## src/rtl/seg_anim_pkg.sv

```systemverilog
// seg_anim_pkg: glyph constants, mode encoding and position-to-frame mapping for the circle chaser.
package seg_anim_pkg;

    localparam int MAX_DIGITS = 16;

    localparam logic [7:0] UPPER_CIRCLE = 8'b0110_0011;
    localparam logic [7:0] LOWER_CIRCLE = 8'b0101_1100;
    localparam logic [7:0] SEG_BLANK    = 8'hFF;

    typedef enum logic {
        MODE_WRAP   = 1'b0,
        MODE_BOUNCE = 1'b1
    } mode_e;

    // Active-high frame: upper half left to right, lower half right to left.
    function automatic logic [8*MAX_DIGITS-1:0] pos_to_frame(input int p, input int ndig);
        logic [8*MAX_DIGITS-1:0] upper;
        logic [8*MAX_DIGITS-1:0] lower;
        upper = {{(8*(MAX_DIGITS-1)){1'b0}}, UPPER_CIRCLE};
        lower = {{(8*(MAX_DIGITS-1)){1'b0}}, LOWER_CIRCLE};
        return (p < ndig) ? upper << (8 * p) : lower << (8 * (2 * ndig - 1 - p));
    endfunction

endpackage

```

## src/rtl/step_prescaler.sv

```systemverilog
// step_prescaler: divides clk_i down to one animation tick every (TICK_DIV >> speed_i) enabled cycles.
module step_prescaler #(
    parameter  int TICK_DIV = 12_500_000,
    localparam int CW       = $clog2(TICK_DIV)
) (
    input  logic       clk_i,
    input  logic       rst_ni,
    input  logic       en_i,
    input  logic [2:0] speed_i,
    output logic       tick_o
);

    logic [CW-1:0] cnt;
    logic [CW-1:0] limit;
    int            lim_raw;

    always_comb begin
        lim_raw = (TICK_DIV >> speed_i) - 1;
        limit   = (lim_raw < 1) ? CW'(1) : CW'(lim_raw);
    end

    // >= so a speed increase that leaves cnt beyond the new limit ticks at once
    assign tick_o = en_i && (cnt >= limit);

    always_ff @(posedge clk_i or negedge rst_ni) begin
        if (!rst_ni) begin
            cnt <= '0;
        end else if (en_i) begin
            cnt <= tick_o ? '0 : cnt + 1'b1;
        end
    end

endmodule

```

## src/rtl/seg_circle_chaser.sv

```systemverilog
// seg_circle_chaser: walks a circle glyph around a 7-seg bank in wrap or bounce mode.
// Define SEG_CHASER_TRAIL_EN to also light the previous position as a trail.
module seg_circle_chaser
    import seg_anim_pkg::*;
#(
    parameter  int NUM_DIGITS = 6,
    parameter  int TICK_DIV   = 12_500_000,
    localparam int POS_W      = $clog2(2 * NUM_DIGITS)
) (
    input  logic                    clk_i,
    input  logic                    rst_ni,
    input  logic                    en_i,
    input  logic                    dir_i,
    input  logic                    mode_i,
    input  logic [2:0]              speed_i,
    output logic [8*NUM_DIGITS-1:0] seg7_o,
    output logic [POS_W-1:0]        pos_o,
    output logic                    step_o
);

    localparam logic [POS_W-1:0] P_LAST = POS_W'(2 * NUM_DIGITS - 1);

    logic                    tick;
    logic [POS_W-1:0]        p;
    logic [POS_W-1:0]        p_nxt;
    logic                    cur_dir;
    logic                    dir_nxt;
    logic                    at_end;
    logic [8*MAX_DIGITS-1:0] frame;

    step_prescaler #(
        .TICK_DIV(TICK_DIV)
    ) u_presc (
        .clk_i  (clk_i),
        .rst_ni (rst_ni),
        .en_i   (en_i),
        .speed_i(speed_i),
        .tick_o (tick)
    );

    // Bouncing at a loop end flips direction and steps back in the same tick.
    always_comb begin
        at_end  = cur_dir ? (p == '0) : (p == P_LAST);
        dir_nxt = (mode_e'(mode_i) == MODE_BOUNCE) ? (cur_dir ^ at_end) : dir_i;
        p_nxt   = dir_nxt ? ((p == '0) ? P_LAST : p - 1'b1)
                          : ((p == P_LAST) ? '0 : p + 1'b1);
    end

`ifdef SEG_CHASER_TRAIL_EN
    logic [POS_W-1:0] p_prev;

    always_ff @(posedge clk_i or negedge rst_ni) begin
        if (!rst_ni) begin
            p_prev <= '0;
        end else if (tick) begin
            p_prev <= p;
        end
    end

    assign frame = pos_to_frame(int'(p), NUM_DIGITS) | pos_to_frame(int'(p_prev), NUM_DIGITS);
`else
    assign frame = pos_to_frame(int'(p), NUM_DIGITS);
`endif

    always_ff @(posedge clk_i or negedge rst_ni) begin
        if (!rst_ni) begin
            p       <= '0;
            cur_dir <= 1'b0;
            step_o  <= 1'b0;
            seg7_o  <= {NUM_DIGITS{SEG_BLANK}};
        end else begin
            step_o <= tick;
            seg7_o <= ~frame[8*NUM_DIGITS-1:0];
            if (tick) begin
                p       <= p_nxt;
                cur_dir <= dir_nxt;
            end
        end
    end

    assign pos_o = p;

endmodule

```

## config.mk

```make
export PLATFORM = sky130hd
export DESIGN_NAME = seg_circle_chaser
export DESIGN_NICKNAME = d
export VERILOG_FILES = /design/src/rtl/seg_anim_pkg.sv /design/src/rtl/step_prescaler.sv /design/src/rtl/seg_circle_chaser.sv
export SDC_FILE = /design/constraint.sdc
export NUM_CORES = 1
export LEC_CHECK = 0
export CELL_PAD_IN_SITES_DETAIL_PLACEMENT = 0
export CELL_PAD_IN_SITES_GLOBAL_PLACEMENT = 1
export CORE_MARGIN = 2
export CORE_UTILIZATION = 43
export CTS_CLUSTER_SIZE = 40
export DETAILED_ROUTE_END_ITERATION = 8
export PLACE_DENSITY_LB_ADDON = 0.1
export SLEW_MARGIN = 10
export SYNTH_ARGS = -nofsm -noshare
export SYNTH_HDL_FRONTEND = slang
export SYNTH_SLANG_ARGS = --single-unit
```

## constraint.sdc

```tcl
create_clock -name clk_i -period 4.85 [get_ports clk_i]
set_input_delay 0.97 -clock clk_i [delete_from_list [all_inputs] [get_ports clk_i]]
set_output_delay 0.97 -clock clk_i [all_outputs]
set_load 0.05 [all_outputs]
```

==> flow_summary.ini, run 1 <==
[timing]
rsz0062_at_grt = false
finalClockSkew_ns = 0.0125
setup_tns_ns = 0
fmax_mhz = 239
hold_viol = 0
worst_pin_slew_ns = 1.04
slew_headroom_pct = 30.7
hold_slack_ns = 0.569
period_share_pct = 86.1
period_needed_ns = 4.18
setup_viol = 0
drv_slew = 0

[run_status]
outcome = finished clean

[place]
routabilityCongestion = 0.762
io_buffers = 54
placed_cell_area_um2 = 3620
dpl.hpwl_mm = 4.97
dp.cells = 462

[clock_tree]
cts_root_buffer = clkbuf_8
post_cts_buffers = 0
clk_pin_slew_ns = 0.08
insertion_delay_ns = 0.30
cts_tree = done
cts_made_buffers = 5
ctsResizeCount = 0
hold_buffers = 0
cts_max_path_buffers = 2
htree_levels = 2
cts.sinks = 48

[synthesis]
yosys-top-cells-count = nor2_1 (38), ha_1 (36), nand2_1 (36), buf_4 (32), dfrtp_1 (30)
synthDistinctLibCells = 46
ys_ff_latch = 48
synth_warnings = 0
synth.avg_cell_area_um2 = 9.42
syn_area_um2 = 3210
async_reset_ff_share_pct = 100
synthMostInstantiatedCell = nor2_1
synth_ff_type = dfrtp_1
syn_inst = 341
ys_seq_area_share_pct = 38.1
synth_top_area_cell = dfrtp_1
synth-edff-count = 0
synth_top_area_share_pct = 23.4
synth_area_leaders = dfrtp_1 (23%), dfstp_2 (15%), ha_1 (14%)

[worst_hold_path]
whs_path_depth = 1
hold_path.class = reg2reg

[setup_path]
worst-setup-path-type = in2reg
worst_setup_path_start_kind = primary input
worst-r2r-cell-count = 8
endpoint_kind = register
cp.required_ns = 5.03
crit_fanout = 20
cp_data_arrival_time_ns = 4.36

[global_route]
grt_usage_pct = 16.6
grt_max_degree = 49
antenna_found_initial = 0
overflow = 0
grt_pass1_wl_mm = 10.9
grt_pass1_vias = 2165

[die]
die_area_um2 = 8180
io_pins = 61
coreArea_um2 = 7250
row_count = 31
die_height_um = 90.4
floorplan.die.width_um = 90.4
initial_utilization_pct = 44.3

[detailed_routing]
dr.pass1.iters = 4
vias = 2313
drt_iter0_drc = 105
viasPerCell = 4.92
antenna_left = 0
wire_per_inst_um = 13.5
drc = 0
wirelength_mm = 6.35

[finish]
area_growth_pct = 15.8
final_area_um2 = 3720
multi_input_area_um2 = 1670
fin_nets = 414
seq_area_um2 = 1220
fillers = 737
finalNonFillerCells = 470
diodes = 0
drive_gt1_share_pct = 10.2

[pwr]
vdd_drop_max_uv = 155
pwr_density_cell_nw_per_um2 = 371
p_leak_nw = 1.71

[run]
maxCapViolCount = 0
-- registers in the layout, summed over array words and instances, names as in the netlist --
name	flops
u_presc.cnt	24
cur_dir	1
pos_o	4
seg7_o	18
step_o	1
-- cells by family after synthesis --
kind of cell    share of synthesized area (%)
mux                                      2.73
simple gates                             18.9
flops                                    38.1
compound gates                           8.69
xor+xnor                                 6.82
other cells                             0.117
buf+inv                                  10.6
fa+ha+maj                                14.0
-- cell usage in the layout (no fill, tap or decap), drive strengths merged, types with 15 or more instances in the layout --
cell           count
a21oi             19
clkdlybuf4s50     53
dfrtp             30
dfstp             18
ha                36
inv               16
nand2             36
nor2              38
xnor2             15
-- power by group --
group	internal (mW)	total, mW	switching [mW]
clock	0.117	0.248	0.131
combinational	0.212	0.596	0.384
sequential	0.469	0.537	0.0675
total	0.798	1.38	0.582
-- layout make-up --
type | count | share of cell area [%]
repair buffers | 56 | 14.8
clock inverters | 1 | 0.236
multi-input cells | 243 | 44.8
inverters | 16 | 1.62
flip-flops and latches | 48 | 32.9
well taps | 99 | 3.33
clock buffers | 7 | 2.32
-- routing by layer --
layer  global-route usage (%)  share of wire [%]
met1                     24.2                 51
met2                     25.1                 44
met3                     3.67                4.3
met4                     4.23               0.93
met5                        0                  0
-- stage by stage --
| step | total power, mW | util, % | worst slack [ns] |
|---|---|---|---|
| global route | 1.47 | 51.3 | 0.375 |
| detailed placement | 1.14 | 50.0 | 0.365 |
| finish | 1.38 | 51.3 | 0.674 |
| CTS | 1.39 | 51.3 | 0.671 |
| global placement | 1.14 | 50.0 | 0.365 |
| floorplan | 0.996 | - | 1.28 |
-- final timing paths --
kind                       slack, ns            start               to
max                             0.67       speed_i[2]   u_presc.cnt[8]
min                             0.57          cur_dir          cur_dir
max reg2reg                     2.39  u_presc.cnt[22]   u_presc.cnt[8]
min reg2reg                     0.57          cur_dir          cur_dir
max in group asynchronous       3.36           rst_ni         pos_o[2]
min in group asynchronous       0.84           rst_ni  u_presc.cnt[21]
-- critical path, cell delays in order --
cell and delay (ns):
clkdlybuf4s50_1 0.66, inv_1 0.20, nor2_1 0.26, nand2_1 0.10, ha_1 0.28, mux2i_1 0.20, o22a_1 0.17, ha_1 0.14
a21oi_1 0.05, o21ai_0 0.29, o211ai_1 0.17, o211ai_2 0.18, and2_1 0.31, buf_4 0.29, nor2_1 0.08
Power figures use the tool's default switching activity.
==> run 2: changes to the inputs <==
CORE_UTILIZATION = 44   (was 43)
CTS_BUF_LIST = sky130_fd_sc_hd__clkbuf_8   (was not set)
==> flow_summary.ini, run 2 (synthesis results as in run 1) <==
[timing]
setup_tns_ns = 0
slew_headroom_pct = 32.1
worst_pin_slew_ns = 1.02
fmax_mhz = 240
period_needed_ns = 4.17
period_share_pct = 85.9
drv_slew = 0
setup_viol = 0
hold_viol = 0
finalClockSkew_ns = 0.00874
rsz0062_at_grt = false

[setup_path]
worst-r2r-cell-count = 8
worst_setup_path_start_kind = primary input
crit_fanout = 20
endpoint_kind = register
cp.required_ns = 5.03
reg2reg_slack_ns = 2.44
worst-setup-path-type = in2reg
cp_data_arrival_time_ns = 4.35

[clock_tree]
clk_pin_slew_ns = 0.09
ctsResizeCount = 0
cts_max_path_buffers = 2
cts_made_buffers = 5
insertion_delay_ns = 0.30
cts_tree = done
hold_buffers = 0
cts_root_buffer = clkbuf_8
htree_levels = 2
cts.sinks = 48
post_cts_buffers = 0

[die]
coreArea_um2 = 7180
io_pins = 61
floorplan.die.width_um = 89.4
row_count = 31
die_area_um2 = 8000
initial_utilization_pct = 44.8
die_height_um = 89.4

[detailed_routing]
drc = 0
dr.pass1.iters = 4
antenna_left = 0
wire_per_inst_um = 13.3
vias = 2340
viasPerCell = 4.97
wirelength_mm = 6.26
drt_iter0_drc = 61

[place]
dpl.hpwl_mm = 4.90
dp.cells = 463
io_buffers = 54
routabilityCongestion = 0.807

[finish]
area_growth_pct = 16.0
layout_commonest_cell = clkdlybuf4s50_1
finalNonFillerCells = 471
diodes = 0
fin_util_pct = 51.9
layout_common_cells = clkdlybuf4s50_1 (53), nor2_1 (38), nand2_1 (36), ha_1 (36), dfrtp_1 (30)
top_register = u_presc.cnt
largest_register_ffs = 24
fin_nets = 415
drive_gt1_share_pct = 10.8

[pwr]
vdd_drop_max_uv = 164
p_leak_nw = 1.72
pwr_density_cell_nw_per_um2 = 370

[worst_hold_path]
whs_path_depth = 2
hold_path.class = reg2reg

[global_route]
grt_pass1_vias = 2045
grt_usage_pct = 16.8
antenna_found_initial = 0
overflow = 0
grt_pass1_wl_mm = 10.3
grt_max_degree = 49

[run]
maxCapViolCount = 0

[run_status]
outcome = finished clean
## run 2: changes by cell type in the layout (fill, tap and decap cells not counted), sizes merged
cell / change
clkbuf: -1
inv: +1
buf: +1
## run 2: report_power, final
part           internal, mW  switching (mW)
clock network         0.117           0.134
registers             0.469          0.0684
logic                 0.213           0.380
## run 2: routing by layer
metal  GRT usage [%]  routed length (um)  vias up  share of wire [%]
met5               0                   0        -                  0
met4            3.26                  35        0               0.56
met3            3.32                 273        4                4.4
met2            25.6                2840       54                 45
met1            25.0                3110     1105                 50
li1                -                   -     1177                  -
## run 2: path summary, 6_finish.rpt
| check | startpoint | to |
|---|---|---|
| worst max-delay path | speed_i[2] | u_presc.cnt[14] |
| worst min register to register | u_presc.cnt[0] | u_presc.cnt[0] |
| max in group asynchronous | rst_ni | u_presc.cnt[14] |
| worst max register to register | u_presc.cnt[22] | u_presc.cnt[14] |
| min in group asynchronous | rst_ni | u_presc.cnt[18] |
| worst min-delay path | u_presc.cnt[0] | u_presc.cnt[0] |
## run 2: area by class of cell
type	count	area [um2]
Fill cell	673	3450
Sequential cell	48	1220
Clock inverter	2	13.8
Timing Repair Buffer	57	558
Multi-Input combinational cell	243	1670
Inverter	16	60.1
Tap cell	99	124
Clock buffer	6	82.6
## run 2: metrics by stage
step | hold slack [ns] | total power, mW | worst slack [ns] | area (um2)
finish | 0.575 | 1.38 | 0.682 | 3730
global route | 0.604 | 1.48 | 0.380 | 3730
CTS | 0.573 | 1.40 | 0.690 | 3730
detailed placement | 0.545 | 1.14 | 0.375 | 3630
global placement | 0.538 | 1.14 | 0.377 | 3630
floorplan | 0.506 | 0.996 | 1.28 | 3230
## run 2: worst max-delay path: stages
cell and delay (ns):
clkdlybuf4s50_1 0.65, inv_1 0.19, nor2_1 0.25, nand2_1 0.10, ha_1 0.28, mux2i_1 0.21
o22a_1 0.18, ha_1 0.13, a21oi_1 0.05, o21ai_0 0.29, o211ai_1 0.16, o211ai_2 0.18
and2_1 0.31, buf_4 0.30, nor2_1 0.08
